==> src/rtl/nibble_serial_addsub.sv <==
// Nibble-serial WIDTH-bit adder/subtractor: one 4-bit propagate/generate slice per clock, LSB first.
// Produces result plus carry/zero/overflow and unsigned/signed less-than flags for subtraction.
module nibble_serial_addsub #(
    parameter int WIDTH = 32
) (
    input  logic             clk,
    input  logic             reset,
    input  logic             start,
    input  logic             sub,
    input  logic [WIDTH-1:0] a,
    input  logic [WIDTH-1:0] b,
    output logic             busy,
    output logic             done,
    output logic [WIDTH-1:0] result,
    output logic             carry_out,
    output logic             zero,
    output logic             overflow,
    output logic             lt_unsigned,
    output logic             lt_signed
);

    localparam int NIBBLES = WIDTH / 4;
    localparam int IDX_W   = (NIBBLES > 1) ? $clog2(NIBBLES) : 1;
    localparam int MSB     = WIDTH - 1;
    localparam logic [IDX_W-1:0] LAST = IDX_W'(NIBBLES - 1);

    typedef enum logic [1:0] {
        IDLE,
        RUN,
        DONE
    } state_t;

    state_t           state;
    state_t           state_next;

    logic [WIDTH-1:0] a_op;
    logic [WIDTH-1:0] b_eff;
    logic             sub_op;
    logic             carry;
    logic [IDX_W-1:0] idx;

    logic [3:0]       a_nib;
    logic [3:0]       b_nib;
    logic [3:0]       sum_nib;
    logic             nib_cout;
    logic [WIDTH-1:0] res_next;
    logic             ovf_next;
    logic             accept;

    function automatic logic [4:0] nibble_add(input logic [3:0] x, input logic [3:0] y,
                                              input logic cin);
        logic [3:0] p;
        logic [3:0] g;
        logic [4:0] c;
        p    = x ^ y;
        g    = x & y;
        c[0] = cin;
        for (int k = 0; k < 4; k++) begin
            c[k+1] = g[k] | (p[k] & c[k]);
        end
        return {c[4], p ^ c[3:0]};
    endfunction

    assign accept = (state == IDLE) && start;
    assign busy   = (state != IDLE);
    assign done   = (state == DONE);

    // Current nibble slice and the result as it will look once this nibble is written
    always_comb begin
        a_nib               = a_op[{idx, 2'b00} +: 4];
        b_nib               = b_eff[{idx, 2'b00} +: 4];
        {nib_cout, sum_nib} = nibble_add(a_nib, b_nib, carry);
        res_next            = result;
        res_next[{idx, 2'b00} +: 4] = sum_nib;
        ovf_next            = (a_op[MSB] == b_eff[MSB]) && (res_next[MSB] != a_op[MSB]);
    end

    always_comb begin
        state_next = state;
        case (state)
            IDLE:    if (start) state_next = RUN;
            RUN:     if (idx == LAST) state_next = DONE;
            DONE:    state_next = IDLE;
            default: state_next = IDLE;
        endcase
    end

    // Operand latches only change on an accepted start, so they need no reset
    always_ff @(posedge clk) begin
        if (accept) begin
            a_op   <= a;
            b_eff  <= sub ? ~b : b;
            sub_op <= sub;
        end
    end

    always_ff @(posedge clk or posedge reset) begin
        if (reset) begin
            state       <= IDLE;
            carry       <= 1'b0;
            idx         <= '0;
            result      <= '0;
            carry_out   <= 1'b0;
            zero        <= 1'b0;
            overflow    <= 1'b0;
            lt_unsigned <= 1'b0;
            lt_signed   <= 1'b0;
        end else begin
            state <= state_next;
            if (accept) begin
                carry       <= sub;
                idx         <= '0;
                result      <= '0;
                carry_out   <= 1'b0;
                zero        <= 1'b0;
                overflow    <= 1'b0;
                lt_unsigned <= 1'b0;
                lt_signed   <= 1'b0;
            end else if (state == RUN) begin
                result <= res_next;
                carry  <= nib_cout;
                idx    <= idx + 1'b1;
                // Flags land together with the final nibble so they are valid during done
                if (idx == LAST) begin
                    carry_out   <= nib_cout;
                    zero        <= (res_next == '0);
                    overflow    <= ovf_next;
                    lt_unsigned <= sub_op & ~nib_cout;
                    lt_signed   <= sub_op & (res_next[MSB] ^ ovf_next);
                end
            end
        end
    end

endmodule
==> config.mk <==
export PLATFORM = sky130hd
export DESIGN_NAME = nibble_serial_addsub
export DESIGN_NICKNAME = d
export VERILOG_FILES = /design/src/rtl/nibble_serial_addsub.sv
export SDC_FILE = /design/constraint.sdc
export NUM_CORES = 1
export LEC_CHECK = 0
export ABC_AREA = 0
export CORE_UTILIZATION = 36
export DETAILED_ROUTE_END_ITERATION = 8
export PLACE_DENSITY_LB_ADDON = 0.2
export SKIP_LAST_GASP = 1
export SLEW_MARGIN = 5
export SYNTH_ARGS = -nofsm -noshare
export SYNTH_HDL_FRONTEND = slang
export SYNTH_SLANG_ARGS = --single-unit
==> constraint.sdc <==
create_clock -name clk -period 10.6 [get_ports clk]
set_clock_uncertainty 0.15 [all_clocks]
set_input_delay 2.12 -clock clk [delete_from_list [all_inputs] [get_ports clk]]
set_output_delay 2.12 -clock clk [all_outputs]
set_load 0.01 [all_outputs]
==> results of run 1 <==
==> layout by cell type, fill, tap and decap left out, types with 5 or more instances in the layout <==
cell type,Yosys,final
nand3_1,24,24
o21ai_0,42,42
nor4_1,5,5
clkbuf_16,0,9
inv_1,16,15
mux4_2,11,11
and3_1,5,5
clkdlybuf4s50_1,0,105
nor2_1,8,8
dfrtp_1,43,43
edfxtp_1,65,65
mux4_1,5,5
xor2_1,32,32
ha_1,7,7
nand2_1,51,51
==> power by group <==
group,total [mW],internal (mW),switching (mW)
Clock,0.346,0.189,0.156
Sequential,0.632,0.557,0.0747
Combinational,0.935,0.382,0.553
==> worst reg2reg max path: stages, from the launching register on <==
cell and delay [ns]:
dfrtp_1 0.93, mux4_2 0.38, nand2_1 0.06, nand2_1 0.10, fa_1 0.18, inv_1 0.05, fa_1 0.37, fa_1 0.37
inv_1 0.07, fa_1 0.53, a32oi_1 0.44, nand3_1 0.12, or4_1 0.55, o21ai_1 0.12
==> metal layers <==
| layer | part of all wire [%] | up-vias | track usage (%) |
|---|---|---|---|
| met1 | 47 | 1643 | 21.59 |
| li1 | - | 1654 | - |
| met5 | 0 | - | 0 |
| met4 | 0.90 | 0 | 4.475 |
| met2 | 47 | 112 | 25.18 |
| met3 | 4.7 | 6 | 3.538 |
==> flip-flops by register name (all words and copies together) (netlist names) <==
name         flops
carry            1
lt_signed        1
idx              3
a_op            32
overflow         1
result          32
zero             1
b_eff           32
state            2
sub_op           1
lt_unsigned      1
carry_out        1
==> layout make-up <==
class                           instances  area [um^2]
Fill cell                            1208         6904
Clock buffer                            9        225.2
Inverter                               17        63.81
Multi-Input combinational cell        250         1892
Tap cell                              176        220.2
Clock inverter                          7        86.33
Sequential cell                       108         3028
Timing Repair Buffer                  110         1086
==> path summary, 6_finish.rpt <==
check | to | slack (ns) | cells past startpoint
worst max-delay path | zero | 6.11 | 13
worst min-delay path | result[28] | 0.37 | 2
worst max register to register | zero | 6.11 | 13
worst min register to register | result[28] | 0.37 | 2
max in group asynchronous | result[10] | 7.83 | 3
min in group asynchronous | result[12] | 2.08 | 3
==> per-stage QoR <==
| step | worst slack (ns) | cells |
|---|---|---|
| 3_3_place_gp | 6.092 | 661 |
| 3_5_place_dp | 6.013 | 661 |
| 2_1_floorplan | 6.269 | 391 |
| 5_1_grt | 5.864 | 677 |
| 4_1_cts | 6.086 | 677 |
| 6_report | 6.114 | 677 |
==> cells by family after synthesis <==
kind of cell    share of synthesized area, %
compound gates                         8.078
flops                                  59.78
mux                                    8.498
simple gates                           11.73
fa+ha+maj                              3.508
buf+inv                                2.865
xor+xnor                               5.534
==> flow_summary.toml, run 1 <==
[yosys]
ys_dominant_reg_cell = "edfxtp_1"
ys_ff_latch = 108
synthesis.yosys.warnings = 0
yosysTopAreaCellShare_pct = 38.54
yosys.cell_types.count = 52
netlist_area_um2 = 5065
synth_cells = 391
post-synth-top-count-cell = "edfxtp_1"
post_synthesis_mean_instance_area_um2 = 12.95
ranking_of_synthesized_cells_by_instance_count = "edfxtp_1, nand2_1, dfrtp_1, o21ai_0, xor2_1"
dominant_cell_type_by_area_after_synthesis = "edfxtp_1"
postSynth.asyncResetShare_pct = 39.81
postSynthNetCount = 470
synth_seq_area_share_pct = 59.78
ys_top_cells_by_area = "edfxtp_1, dfrtp_1, xor2_1"
synth_enable_flop_cells = 65

[setup_path]
worst_reg2reg_path_startpoint = "idx[1]"
timing.critical_path.slowest_cell_delay_ns = 0.93
setup.worst_path.class = "flip-flop to flip-flop"
critical-path-top-cell-by-count = "fa_1"
crit_path_max_fanout = 22
timing.critical_path.required_ns = 10.72
crit_path_start = "idx[1]"
worst_setup_path_end_kind = "flip-flop"
timing.critical_path.buf_inv = 2
crit_path_cell_trace = "mux4_2 > nand2_1 > nand2_1 > fa_1 > inv_1 > fa_1 > fa_1 > inv_1 > fa_1 > a32oi_1 > nand3_1 > or4_1 > o21ai_1"
crit_arrival_ns = 4.60
worst_path_max_delay_cell = "dfrtp_1"
setup.worst_path.start_class = "flip-flop"
cp_delay_by_family_top = "adder cells"

[grt]
first_global_vias = 3407
first_pass_grt_wire_length_um = 17560
grt_use_total_pct = 15.78
grt_max_degree = 54
antenna_found_initial = 0
global_route.overflow_total = 0

[route]
routed-via-count = 3415
routed_via_density = 5.044
drc = 0
detail_route.wirelength_um = 10710
drt.antenna.violating_nets = 0
firstDrtPassIters = 4
drt_first_iter_violations = 228
detail_route.wl_per_cell_um = 15.82

[cts]
cts.sinks = 108
cts_root_buf = "clkbuf_16"
clk_latency_ns = 0.34
cts_hold_buffers = 0
cts-resized-gates = 0
cts_buffers = 9
tritoncts = "yes"
cts.repair_timing.setup_buffer_count = 0
cts_htree_levels = 3
clk_pin_slew_worst_setup_hold_paths_ns = 0.07
max_buffers_root_to_sink = 2

[hold_path]
holdCritStartpoint = "result[28]"
hold_path_class = "flip-flop to flip-flop"

[timing]
max-slew-margin-rel_pct = 40.08
rsz0062_at_grt = "false"
timing.fmax_ghz = 0.2229
final_hold_violating_endpoints = 0
post-route-min-period_ns = 4.486
finalHoldWorstSlack_ns = 0.3655
tns_ns = 0
timing_max_transition_violations_final = 0
fin_crit_sh_pct = 42.32
timing_worst_slew_pin_value_ns = 0.8988
finish_stage_setup_viols = 0

[run_status]
run_status = "finished clean"

[power_and_ir_drop]
power.density_nw_per_um2 = 289.7
power_leakage_nw = 2.548
irDropWorstVdd_v = 0.0001817
finalPower_mw = 1.912

[floorplan]
design.die.area_um2 = 14550
die_height_um = 120.6
die_wd_um = 120.6
rows = 42
core_area_um2 = 13510
start_util_pct = 37.50
io-pin-count = 107

[run]
cap_violations = 0

[finish]
fraction_of_the_core_area_covered_by_cells_at_the_end_of_the_flow_pct = 48.88
flow.area_growth_from_synthesis_pct = 30.34
fin_nets = 575
post_route_cells_drive_above_1_share_pct = 8.782
antenna-diode-count = 0
final_design_area_no_fill_um2 = 6601

[placement]
routabilityCongestion = 0.8498
detailed_place.area_um2 = 6290
detailed_place_hpwl_um = 7966
io_buffers = 106
(Power assumes the default switching activity.)
==> run 2, diff against run 1 <==
==> constraint.sdc (replaced) <==
create_clock -name clk -period 4.2 [get_ports clk]
set_clock_uncertainty 0.15 [all_clocks]
set_input_delay 0.84 -clock clk [delete_from_list [all_inputs] [get_ports clk]]
set_output_delay 0.84 -clock clk [all_outputs]
set_load 0.01 [all_outputs]
==> run 2 against run 1 <==
Utilization increased by 0.074 points. Largest power group unchanged. Register-to-register slack lost 5.9 ns. Critical path type unchanged. Design area up 0.15%. Highest routed layer unchanged.
==> flow_summary.toml, run 2 (same netlist as run 1, synthesis figures left out) <==
[run_status]
run_status = "finished clean"

[timing]
fin_crit_sh_pct = 93.72
post-route-min-period_ns = 3.936
tns_ns = 0
max-slew-margin-rel_pct = 42.37
finalHoldWorstSlack_ns = 0.3440
timing_max_transition_violations_final = 0
finish_stage_setup_viols = 0
final_hold_violating_endpoints = 0
final.setup.worst_slack_ns = 0.2637
timing_worst_slew_pin_value_ns = 0.8645
timing.fmax_ghz = 0.2540
rsz0062_at_grt = "false"

[power_and_ir_drop]
sequentialPowerShare_pct = 33.3
power_leakage_nw = 2.556
comb_power_share_pct = 50.0
power.density_nw_per_um2 = 724.9
p_int_mw = 2.818
switchingPower_mw = 1.975
finalPower_mw = 4.793
irDropWorstVdd_v = 0.0004551
pwr-share-clk_pct = 16.6
power.share.switching_pct = 41.21

[setup_path]
crit_path_max_fanout = 8
critical-path-top-cell-by-count = "fa_1"
setup.worst_path.class = "flip-flop to flip-flop"
setup.worst_path.start_class = "flip-flop"
crit_arrival_ns = 4.06
timing.critical_path.slowest_cell_delay_ns = 0.58
worst_setup_path_end_kind = "flip-flop"
worst_path_max_delay_cell = "mux4_1"
timing.critical_path.required_ns = 4.33
crit_path_cell_trace = "mux4_1 > nand2_1 > nand2_1 > fa_1 > inv_1 > fa_1 > fa_1 > inv_1 > fa_1 > nand2b_1 > o22ai_1 > nand3_1 > or4_1 > o21ai_1"

[finish]
antenna-diode-count = 0
flow.area_growth_from_synthesis_pct = 30.53
fin_nets = 579
most-common-layout-cells = "clkdlybuf4s50_1, edfxtp_1, nand2_1, o21ai_0, dfrtp_1"
layout_commonest_cell = "clkdlybuf4s50_1"
post_route_cells_drive_above_1_share_pct = 9.307
fillers = 1176
reg.largest.list = "a_op x32, b_eff x32, result x32"
final-instance-count-excl-fill = 681

[route]
routed_via_density = 5.065
drt_first_iter_violations = 268
drt.antenna.violating_nets = 0
detail_route.wirelength_um = 11230
detail_route.wl_per_cell_um = 16.48
drc = 0
routed-via-count = 3449
firstDrtPassIters = 4

[placement]
numPlacedInstances = 665
io_buffers = 106
detailed_place_hpwl_um = 8439
routabilityCongestion = 0.8625
setup_ws_pre_cts_ns = 0.1642

[cts]
cts_root_buf = "clkbuf_16"
clk_pin_slew_worst_setup_hold_paths_ns = 0.07
tritoncts = "yes"
cts.sinks = 108
max_buffers_root_to_sink = 2
clk_latency_ns = 0.35
cts_htree_levels = 3
cts_hold_buffers = 0
cts_buffers = 9

[floorplan]
die_height_um = 120.6
rows = 42
design.die.area_um2 = 14550
core_area_um2 = 13510
die_wd_um = 120.6
start_util_pct = 37.50
io-pin-count = 107

[hold_path]
hold_path_class = "flip-flop to flip-flop"

[grt]
first_global_vias = 3417
first_pass_grt_wire_length_um = 18130
grt_use_total_pct = 16.65
grt_max_degree = 66
antenna_found_initial = 0
global_route.overflow_total = 0

[run]
cap_violations = 0
## run 2: path summary, 6_finish.rpt
| path | from | endpoint | slack (ns) | cells after the start |
|---|---|---|---|---|
| setup / recovery | idx[0] | zero | 0.26 | 14 |
| hold reg to reg | overflow | overflow | 0.34 | 2 |
| max in group asynchronous | reset | result[21] | 2.32 | 3 |
| setup reg to reg | idx[0] | zero | 0.26 | 14 |
| min in group asynchronous | reset | result[3] | 0.77 | 2 |
| hold / removal | overflow | overflow | 0.34 | 2 |
## run 2: final cells by class
cell class | instances | area, um^2 | share of cell area (%)
Inverter | 17 | 63.81 | 0.9652
Sequential cell | 108 | 3029 | 45.82
Timing Repair Buffer | 114 | 1129 | 17.07
Clock inverter | 5 | 35.03 | 0.5299
Multi-Input combinational cell | 250 | 1892 | 28.61
Tap cell | 176 | 220.2 | 3.331
Clock buffer | 11 | 242.7 | 3.671
## run 2: per-stage QoR
stage / util [%] / cell area (um^2)
finish: 48.95 / 6611
global route: 48.95 / 6611
CTS: 48.94 / 6610
detailed placement: 46.89 / 6332
global placement: 46.89 / 6332
floorplan: - / 5065
## run 2: timing repair
item,in CTS,in global routing
setup buffers,0,0
gates resized for setup,0,1
setup endpoints to repair,0,2
## run 2: per-layer routing
layer | part of all wire, % | track usage [%] | vias to the layer above
li1 | - | - | 1657
met1 | 46 | 22.43 | 1659
met2 | 47 | 26.62 | 114
met3 | 4.2 | 2.877 | 19
met4 | 2.4 | 6.867 | 0
met5 | 0 | 0 | -
## run 2: critical path, delay by kind of cell (launching register included)
kind,cells,cell delay [ns]
and+or+nand+nor,5,0.88
DFF,1,0.50
buffers and inverters,2,0.14
adders and majority gates,4,1.29
muxes,1,0.58
AOI/OAI and AO/OA,2,0.32
## run 2: power groups by stage
stage	sequential (mW)	clock, mW	combinational [mW]
floorplan	1.61	0	1.48
global placement	1.61	0	2.39
detailed placement	1.62	0	2.41
CTS	1.60	0.814	2.41
global route	1.63	0.848	2.63
finish	1.60	0.798	2.40
